$ cat config.mk
export PLATFORM = sky130hd
export DESIGN_NAME = robot_ctrl
export DESIGN_NICKNAME = d
export VERILOG_FILES = /design/src/rtl/robot_ctrl.sv
export SDC_FILE = /design/constraint.sdc
export NUM_CORES = 1
export LEC_CHECK = 0
export BUFFER_PORTS_ARGS = -buffer_cell sky130_fd_sc_hd__buf_4
export CORE_AREA = 2 2 39 41
export DETAILED_ROUTE_END_ITERATION = 8
export DIE_AREA = 0 0 41 43
export PLACE_DENSITY = 0.53
export SLEW_MARGIN = 10
export SYNTH_ARGS = -nofsm -noshare
export SYNTH_HDL_FRONTEND = slang
export SYNTH_SLANG_ARGS = --single-unit
$ cat constraint.sdc
create_clock -name clock_50 -period 2.3 [get_ports clock_50]
set_input_delay 0.23 -clock clock_50 [delete_from_list [all_inputs] [get_ports clock_50]]
set_output_delay 0.23 -clock clock_50 [all_outputs]
set_load 0.05 [all_outputs]
$ cat src/rtl/robot_ctrl.sv
// -----------------------------------------------------------------------------
// robot_ctrl
//
// Decision core of the pipe-cleaning robot. Each rising edge of clock_50 is one
// robot step: the world model presents four sensor bits, this block answers
// with at most one command (advance, rotate left, remove trash), and the world
// model executes that command on the same edge.
//
// Navigation is left-hand wall following. A right turn is realised as three
// consecutive left rotations; trash ahead is removed by holding `remove` for
// REMOVE_CYCLES consecutive steps.
//
// Ports:
//   clock_50   in   step clock, one rising edge = one robot step
//   reset_flag in   asynchronous, active-high reset
//   head       in   wall directly ahead
//   left       in   wall on the robot's left
//   under      in   black block under the robot
//   barrier    in   trash directly ahead
//   front      out  advance one cell on this step
//   turn       out  rotate 90 degrees counter-clockwise on this step
//   remove     out  trash-removal pulse on this step
//   state      out  current state encoding (debug / verification)
//
// Parameters:
//   REMOVE_CYCLES    steps `remove` is held per trash item (1..3)
//   RIGHT_TURN_STEPS left rotations per right turn (fixed at 3)
//
// Build option:
//   ROBOT_HALT_ON_UNDER_EN  when defined, a black block under the robot stops
//                           it permanently (until reset). When undefined,
//                           `under` is ignored and HALT is unreachable.
// -----------------------------------------------------------------------------
module robot_ctrl #(
   parameter int REMOVE_CYCLES    = 3,
   parameter int RIGHT_TURN_STEPS = 3
) (
   input  logic       clock_50,
   input  logic       reset_flag,
   input  logic       head,
   input  logic       left,
   input  logic       under,
   input  logic       barrier,
   output logic       front,
   output logic       turn,
   output logic       remove,
   output logic [2:0] state
);

   typedef enum logic [2:0] {
      ST_FOLLOW         = 3'd0,
      ST_FWD_AFTER_TURN = 3'd1,
      ST_REMOVE         = 3'd2,
      ST_ROT_RIGHT      = 3'd3,
      ST_HALT           = 3'd4
   } state_t;

   // Last counter value of each multi-step sequence.
   localparam logic [1:0] REMOVE_LAST = 2'(REMOVE_CYCLES - 1);
   localparam logic [1:0] ROT_LAST    = 2'(RIGHT_TURN_STEPS - 1);

   // Bit positions inside the command vector.
   localparam int CMD_FRONT  = 0;
   localparam int CMD_TURN   = 1;
   localparam int CMD_REMOVE = 2;

   generate
      if (REMOVE_CYCLES < 1 || REMOVE_CYCLES > 3) begin : g_bad_remove_cycles
         $error("robot_ctrl: REMOVE_CYCLES must be in 1..3");
      end
      if (RIGHT_TURN_STEPS != 3) begin : g_bad_turn_steps
         $error("robot_ctrl: RIGHT_TURN_STEPS must be 3");
      end
   endgenerate

   state_t     state_reg;
   state_t     state_next;
   logic [1:0] cnt_reg;
   logic [1:0] cnt_next;
   logic [2:0] cmd_next;
   logic [2:0] cmd_out;
   logic       halt_hit;

`ifdef ROBOT_HALT_ON_UNDER_EN
   assign halt_hit = under;
`else
   // The black-floor sensor has no effect in this build.
   logic unused_under;
   assign unused_under = under;
   assign halt_hit     = 1'b0;
`endif

   // -------------------------------------------------------------------------
   // Next-state and Mealy command logic
   // -------------------------------------------------------------------------
   always_comb begin
      state_next = state_reg;
      cnt_next   = cnt_reg;
      cmd_next   = 3'b000;

      case (state_reg)
         ST_FOLLOW, ST_FWD_AFTER_TURN: begin
            if (halt_hit) begin
               state_next = ST_HALT;
               cnt_next   = 2'd0;
            end else if (barrier) begin
               cmd_next[CMD_REMOVE] = 1'b1;
               if (REMOVE_CYCLES == 1) begin
                  state_next = ST_FOLLOW;
                  cnt_next   = 2'd0;
               end else begin
                  state_next = ST_REMOVE;
                  cnt_next   = 2'd1;
               end
            end else if (state_reg == ST_FOLLOW && !left) begin
               // Opening on the left: turn into it. The follow-up step skips
               // this rule so the robot does not spin in open space.
               cmd_next[CMD_TURN] = 1'b1;
               state_next         = ST_FWD_AFTER_TURN;
               cnt_next           = 2'd0;
            end else if (!head) begin
               cmd_next[CMD_FRONT] = 1'b1;
               state_next          = ST_FOLLOW;
               cnt_next            = 2'd0;
            end else begin
               // Blocked ahead and on the left: begin a right turn, which is
               // three left rotations in a row.
               cmd_next[CMD_TURN] = 1'b1;
               state_next         = ST_ROT_RIGHT;
               cnt_next           = 2'd1;
            end
         end

         ST_REMOVE: begin
            cmd_next[CMD_REMOVE] = 1'b1;
            if (cnt_reg == REMOVE_LAST) begin
               state_next = ST_FOLLOW;
               cnt_next   = 2'd0;
            end else begin
               cnt_next = cnt_reg + 2'd1;
            end
         end

         ST_ROT_RIGHT: begin
            cmd_next[CMD_TURN] = 1'b1;
            if (cnt_reg == ROT_LAST) begin
               state_next = ST_FOLLOW;
               cnt_next   = 2'd0;
            end else begin
               cnt_next = cnt_reg + 2'd1;
            end
         end

         ST_HALT: begin
            state_next = ST_HALT;
            cnt_next   = 2'd0;
         end

         default: begin
            state_next = ST_FOLLOW;
            cnt_next   = 2'd0;
         end
      endcase
   end

   // -------------------------------------------------------------------------
   // State register
   // -------------------------------------------------------------------------
   always_ff @(posedge clock_50 or posedge reset_flag) begin
      if (reset_flag) begin
         state_reg <= ST_FOLLOW;
         cnt_reg   <= 2'd0;
      end else begin
         state_reg <= state_next;
         cnt_reg   <= cnt_next;
      end
   end

   // -------------------------------------------------------------------------
   // Outputs: commands are forced low while reset is held, so an aborted
   // sequence stops issuing commands immediately, not at the next edge.
   // -------------------------------------------------------------------------
   generate
      for (genvar gi = 0; gi < 3; gi++) begin : g_cmd_gate
         assign cmd_out[gi] = cmd_next[gi] & ~reset_flag;
      end
   endgenerate

   assign front  = cmd_out[CMD_FRONT];
   assign turn   = cmd_out[CMD_TURN];
   assign remove = cmd_out[CMD_REMOVE];
   assign state  = state_reg;

endmodule

==> summary.md, run 1 <==
| Metric | Value |
|---|---|
| Status | `finished clean` |
| Final min period | `1.919 ns` |
| Max reg flops | `3` |
| IO Count | `12` |
| Root Driver | `clkbuf_4` |
| Peak supply drop | `0.6182 mV` |
| Fmax | `521.1 MHz` |
| Setup bufs post-CTS | `0` |
| Fillers | `149` |
| Routed WL | `615 um` |
| Distinct cells, synth | `17` |
| Pwr Density | `1284 mW/mm2` |
| Met2 Usage GRT | `0.1000` |
| Clk pin slew, worst setup/hold paths | `0.05 ns` |
| Most Crowded Layer GR | `met1` |
| Post-synthesis instance total | `27` |
| CP required | `2.07 ns` |
| Setup TNS | `0 ns` |
| GRT overflow | `0` |
| Met3 Resource Use GR | `0.06283` |
| Area of the multi-input gates | `158.9 um2` |
| Synth Net Count | `33` |
| Fin crit share | `0.8344` |
| Mean number of vias per cell | `4.621` |
| Via count | `268` |
| Worst slew margin | `0.8163` |
| IO buf count | `10` |
| Setup CP Type | `primary input to primary output` |
| Die ar. | `0.001763 mm2` |
| Yosys warns | `0` |
| Leakage Power | `0.1856 nW` |
| Avg Cell Area, Syn | `10.38 um2` |
| Core area | `0.001384 mm2` |
| Setup crit end kind | `primary output` |
| WHS | `0.2829 ns` |
| DP HPWL | `478.3 um` |
| Final Hold Vio Count | `0` |
| CTS tree | `done` |
| Horiz. Die Dim | `41 um` |
| Clk Latency, worst-skew pair | `0.24 ns` |
| Largest net degree at the start of global routing | `11` |
| Sink Count | `5` |
| Least-Margin Pin Slew | `0.2755 ns` |
| Worst Hold Class | `primary input to register` |
| CP Launch Type | `primary input` |
| Routability cong. | `0.6435` |
| Initial Util | `0.2025` |
| Clk buf depth | `2` |
| Fin. max-slew vios | `0` |
| Rows | `14` |
| Max cap viols | `0` |
| Final net count | `49` |
| Post-route ant nets | `0` |
| Initial antenna violation count | `0` |
| N_diodes | `0` |
| Die extent in y | `43 um` |
| Count of state elements after synthesis | `5` |
| RSZ-0062 raised after global routing | `false` |
| # DRC | `0` |
| DR WL/cell | `10.60 um` |
| Final setup vio count | `0` |
| Total CTS buffers | `3` |
| DRT Pass-1 Iters | `2` |
| Number of global-route vias before repair | `239` |
| Worst path arrival time | `1.69 ns` |
| H-tree depth | `1` |
| All-layer global routing usage | `0.08713` |
| Worst Path Max Fanout | `4` |
| Area growth, synth to finish | `49.55%` |
| Global-route wire length before repair | `952 um` |
| Share of layout cells above drive strength 1 | `0.4048` |
| Cell Area, Synth | `280.3 um2` |
| Seq/Total Area, Yosys | `0.4464` |
| Reg area | `125.1 um2` |
| Met1 GRT Util | `0.1093` |
| Violation count after the first detailed-route iteration | `13` |
| Worst Skew | `0.009033 ns` |
synthesized netlist by cell type:
cell | number | share of area
dfrtp_1 | 5 | 0.45
nand2_1 | 1 | 0.013
o32ai_1 | 3 | 0.094
o21ba_2 | 1 | 0.036
nor3_2 | 1 | 0.036
nor2b_1 | 1 | 0.022
nor3_1 | 1 | 0.018
or4b_1 | 1 | 0.036
or4_4 | 1 | 0.040
or3_1 | 1 | 0.022
inv_1 | 1 | 0.013
o31ai_1 | 1 | 0.027
or2_1 | 1 | 0.022
nand2b_1 | 3 | 0.067
nor3b_1 | 2 | 0.054
a211oi_1 | 1 | 0.027
nor2_1 | 2 | 0.027
through the flow:
step / area, um2 / cells / util / worst slack [ns] / power [W]
floorplan: 287.8 / 27 / - / 0.01282 / 0.0003596
global placement: 382.9 / 53 / 0.2767 / 0.6762 / 0.0004425
detailed placement: 382.9 / 53 / 0.2767 / 0.6996 / 0.0004407
CTS: 419.2 / 58 / 0.3029 / 0.3734 / 0.0005457
global route: 419.2 / 58 / 0.3029 / 0.3337 / 0.0005731
finish: 419.2 / 58 / 0.3029 / 0.3809 / 0.0005383
worst paths after layout:
check	slack [ns]	startpoint	end	depth (start not counted)
worst max-delay path	0.38	reset_flag	turn	5
worst min-delay path	0.28	barrier	state[0]$_DFFE_PP0P_	3
worst max register to register	1.06	state[2]$_DFFE_PP0P_	cnt_reg[0]$_DFF_PP0_	2
worst min register to register	0.44	cnt_reg[1]$_DFF_PP0_	cnt_reg[1]$_DFF_PP0_	1
max in group asynchronous	1.65	reset_flag	cnt_reg[0]$_DFF_PP0_	3
min in group asynchronous	0.47	reset_flag	state[0]$_DFFE_PP0P_	3
timing repair:
| action | in CTS | in global routing |
|---|---|---|
| hold buffers | 1 | 0 |
| endpoints found under the hold margin | 5 | 0 |
| gates resized for setup | 0 | 0 |
| endpoints found under the setup margin | 0 | 0 |
critical path, cell delays in order:
cell and delay [ns]:
dlygate4sd3_1 0.54, buf_4 0.15, or4_4 0.43, o32ai_2 0.11
buf_4 0.23
logic make-up after synthesis:
group | after synthesis | share of synthesized area
AO/OA/AOI/OAI | 6 | 0.1831
buffers and inverters | 1 | 0.01338
flip-flops | 5 | 0.4464
AND/OR/NAND/NOR | 15 | 0.3572
layout make-up:
| class | count | share of cell area |
|---|---|---|
| Timing Repair Buffer | 11 | 0.2030 |
| Sequential cell | 5 | 0.2985 |
| Tap cell | 16 | 0.04776 |
| Inverter | 1 | 0.008955 |
| Clock buffer | 4 | 0.06269 |
| Multi-Input combinational cell | 21 | 0.3791 |
cells in the final DEF (no fill, tap or decap):
cell type and n:
a211oi_1 1, buf_4 10, clkbuf_1 1, clkbuf_4 3, dfrtp_1 5, dlygate4sd3_1 1
inv_1 1, nand2_1 1, nand2b_1 3, nor2_1 2, nor2b_1 1, nor3_1 1
nor3_2 1, nor3b_1 2, o21ba_2 1, o31ai_1 1, o32ai_1 2, o32ai_2 1
or2_1 1, or3_1 1, or4_4 1, or4b_1 1
report_power, final:
| part | internal [W] | switching, W |
|---|---|---|
| clock network | 0.0000656 | 0.0000356 |
| logic | 0.000105 | 0.000170 |
| registers | 0.000121 | 0.0000417 |
layer usage:
metal  vias up  routed length, um
met2        11                221
met5         -                  0
met1       122                324
li1        135                  -
met4         0                  0
met3         0                 69
No activity file was read; power rests on OpenSTA's default activity.
==> run 2: changes to the inputs <==
Clock period 2.3 ns to 1.8 ns, I/O delays scaled along.
==> summary.md, run 2 (synthesized netlist as in run 1, its figures left out) <==
| Metric | Value |
|---|---|
| Status | `finished clean` |
| Final min period | `1.693 ns` |
| Largest net degree at the start of global routing | `11 (unchanged)` |
| Violation count after the first detailed-route iteration | `8 (-5)` |
| Number of global-route vias before repair | `303 (+27%)` |
| Setup crit end kind | `primary output` |
| Root Driver | `clkbuf_4` |
| Horiz. Die Dim | `41 um (unchanged)` |
| Clk Latency, worst-skew pair | `0.24 ns (about the same)` |
| Routed WL | `711 um (+16%)` |
| Routability cong. | `0.6412 (-0.36%)` |
| Pwr Density | `1630 mW/mm2 (+27%)` |
| Share of layout cells above drive strength 1 | `0.4884 (+0.08361)` |
| Global-route wire length before repair | `1.248 mm (+31%)` |
| Core area | `0.001384 mm2 (unchanged)` |
| N_diodes | `0 (unchanged)` |
| Worst Hold Class | `primary input to register` |
| Worst path arrival time | `1.51 ns (-0.18 ns)` |
| CTS tree | `done` |
| Peak supply drop | `0.6164 mV (-0.29%)` |
| Initial antenna violation count | `0 (unchanged)` |
| Final net count | `50 (+2.0%)` |
| Mean number of vias per cell | `4.729 (+2.3%)` |
| Clk buf depth | `2 (unchanged)` |
| Met3 routed WL | `78 um (+13%)` |
| Final Hold Vio Count | `0 (unchanged)` |
| Met2 wire length | `294 um (+33%)` |
| DRT Pass-1 Iters | `4 (+2)` |
| Die extent in y | `43 um (unchanged)` |
| Placement Setup Slack | `0.2976 ns (-0.4020 ns)` |
| # DRC | `0 (unchanged)` |
| Fin area | `444.2 um2 (+6.0%)` |
| Most frequent cells in the layout | `buf_4, nand2b_1, clkbuf_4, dfrtp_1` |
| Setup TNS | `0 ns (unchanged)` |
| Commonest non-fill, non-tap cell in the layout | `buf_4` |
| Max reg flops | `3 (unchanged)` |
| Core Util, Final | `0.3210 (+0.01808)` |
| Rows | `14 (unchanged)` |
| Setup CP Type | `register to primary output` |
| Leakage Power | `0.1909 nW (+2.9%)` |
| Least-Margin Pin Slew | `0.2737 ns (-0.001776 ns)` |
| Metal-1 WL | `338 um (+4.3%)` |
| DR WL/cell | `12.05 um (+14%)` |
| Fin. max-slew vios | `0 (unchanged)` |
| DP HPWL | `543.1 um (+14%)` |
| All-layer global routing usage | `0.1081 (+0.02095)` |
| Max cap viols | `0 (unchanged)` |
| CP required | `1.62 ns (-0.45 ns)` |
| WHS | `0.2502 ns (-0.03268 ns)` |
| Initial Util | `0.2025 (unchanged)` |
| IO Count | `12 (unchanged)` |
| Via count | `279 (+4.1%)` |
| Worst Skew | `0.004626 ns (-0.004406 ns)` |
| IO buf count | `10 (unchanged)` |
| Fmax | `590.8 MHz` |
| Final setup vio count | `0 (unchanged)` |
| H-tree depth | `1 (unchanged)` |
| Setup WS post-layout | `0.1074 ns (-0.2735 ns)` |
| Total CTS buffers | `3 (unchanged)` |
| Fin crit share | `0.9404` |
| Top Layer Used | `met3` |
| Worst Path Max Fanout | `2 (-2)` |
| Die ar. | `0.001763 mm2 (unchanged)` |
| Sink Count | `5 (unchanged)` |
| Dpl cell area | `404.1 um2 (+5.6%)` |
| RSZ-0062 raised after global routing | `false` |
| CP Launch Type | `register` |
| Clk pin slew, worst setup/hold paths | `0.04 ns (about the same)` |
| Post-route ant nets | `0 (unchanged)` |
| GRT overflow | `0 (unchanged)` |
| Worst slew margin | `0.8170 (about the same)` |
| Area growth, synth to finish | `58.48%` |
## run 2: changes by cell type in the layout (fill, tap and decap cells not counted), sizes merged
cell	before	now
buf	10	11
## run 2: final timing paths
check | endpoint | startpoint | slack (ns) | cells after the start
max reg2reg | state[1]$_DFFE_PP0P_ | state[1]$_DFFE_PP0P_ | 0.59 | 3
max | turn | state[1]$_DFFE_PP0P_ | 0.11 | 3
min in group asynchronous | state[0]$_DFFE_PP0P_ | reset_flag | 0.45 | 3
max in group asynchronous | state[2]$_DFFE_PP0P_ | reset_flag | 1.15 | 3
min | state[0]$_DFFE_PP0P_ | barrier | 0.25 | 3
min reg2reg | cnt_reg[1]$_DFF_PP0_ | cnt_reg[1]$_DFF_PP0_ | 0.44 | 1
## run 2: power breakdown
part           switching, W  internal [W]  total [W]
Combinational      0.000252      0.000152   0.000404
Clock             0.0000422     0.0000836   0.000126
Sequential        0.0000374      0.000157   0.000194
Total              0.000331      0.000393   0.000724
## run 2: critical path: stages, from the launching register on
cell	delay, ns
dfrtp_2	0.40
or4_4	0.54
o32ai_2	0.11
buf_4	0.23
## run 2: per-layer routing
layer  vias to the layer above  track usage
li1                        140            -
met1                       128       0.1443
met2                        11       0.1406
met3                         0      0.03141
met4                         0      0.08000
met5                         -            0
## run 2: cell type report
cell class / instances / area (um2)
clock buffers: 4 / 26.28
fillers: 141 / 939.7
inverters: 1 / 3.754
multi-input cells: 21 / 170.2
flip-flops and latches: 5 / 127.6
well taps: 16 / 20.02
repair buffers: 12 / 96.34
## run 2: per-stage QoR
step                std cells  power (W)
floorplan                  27  0.0004733
global placement           54  0.0005968
detailed placement         54  0.0006008
CTS                        59  0.0007354
global route               59  0.0007841
finish                     59  0.0007241
## run 2: repair_timing
item / 4_1_cts / 5_1_grt
setup endpoints to repair: 0 / 1
buffers inserted: 0 / 0
hold buffers: 1 / 0
hold endpoints to repair: 5 / 0
gates resized for setup: 0 / 1
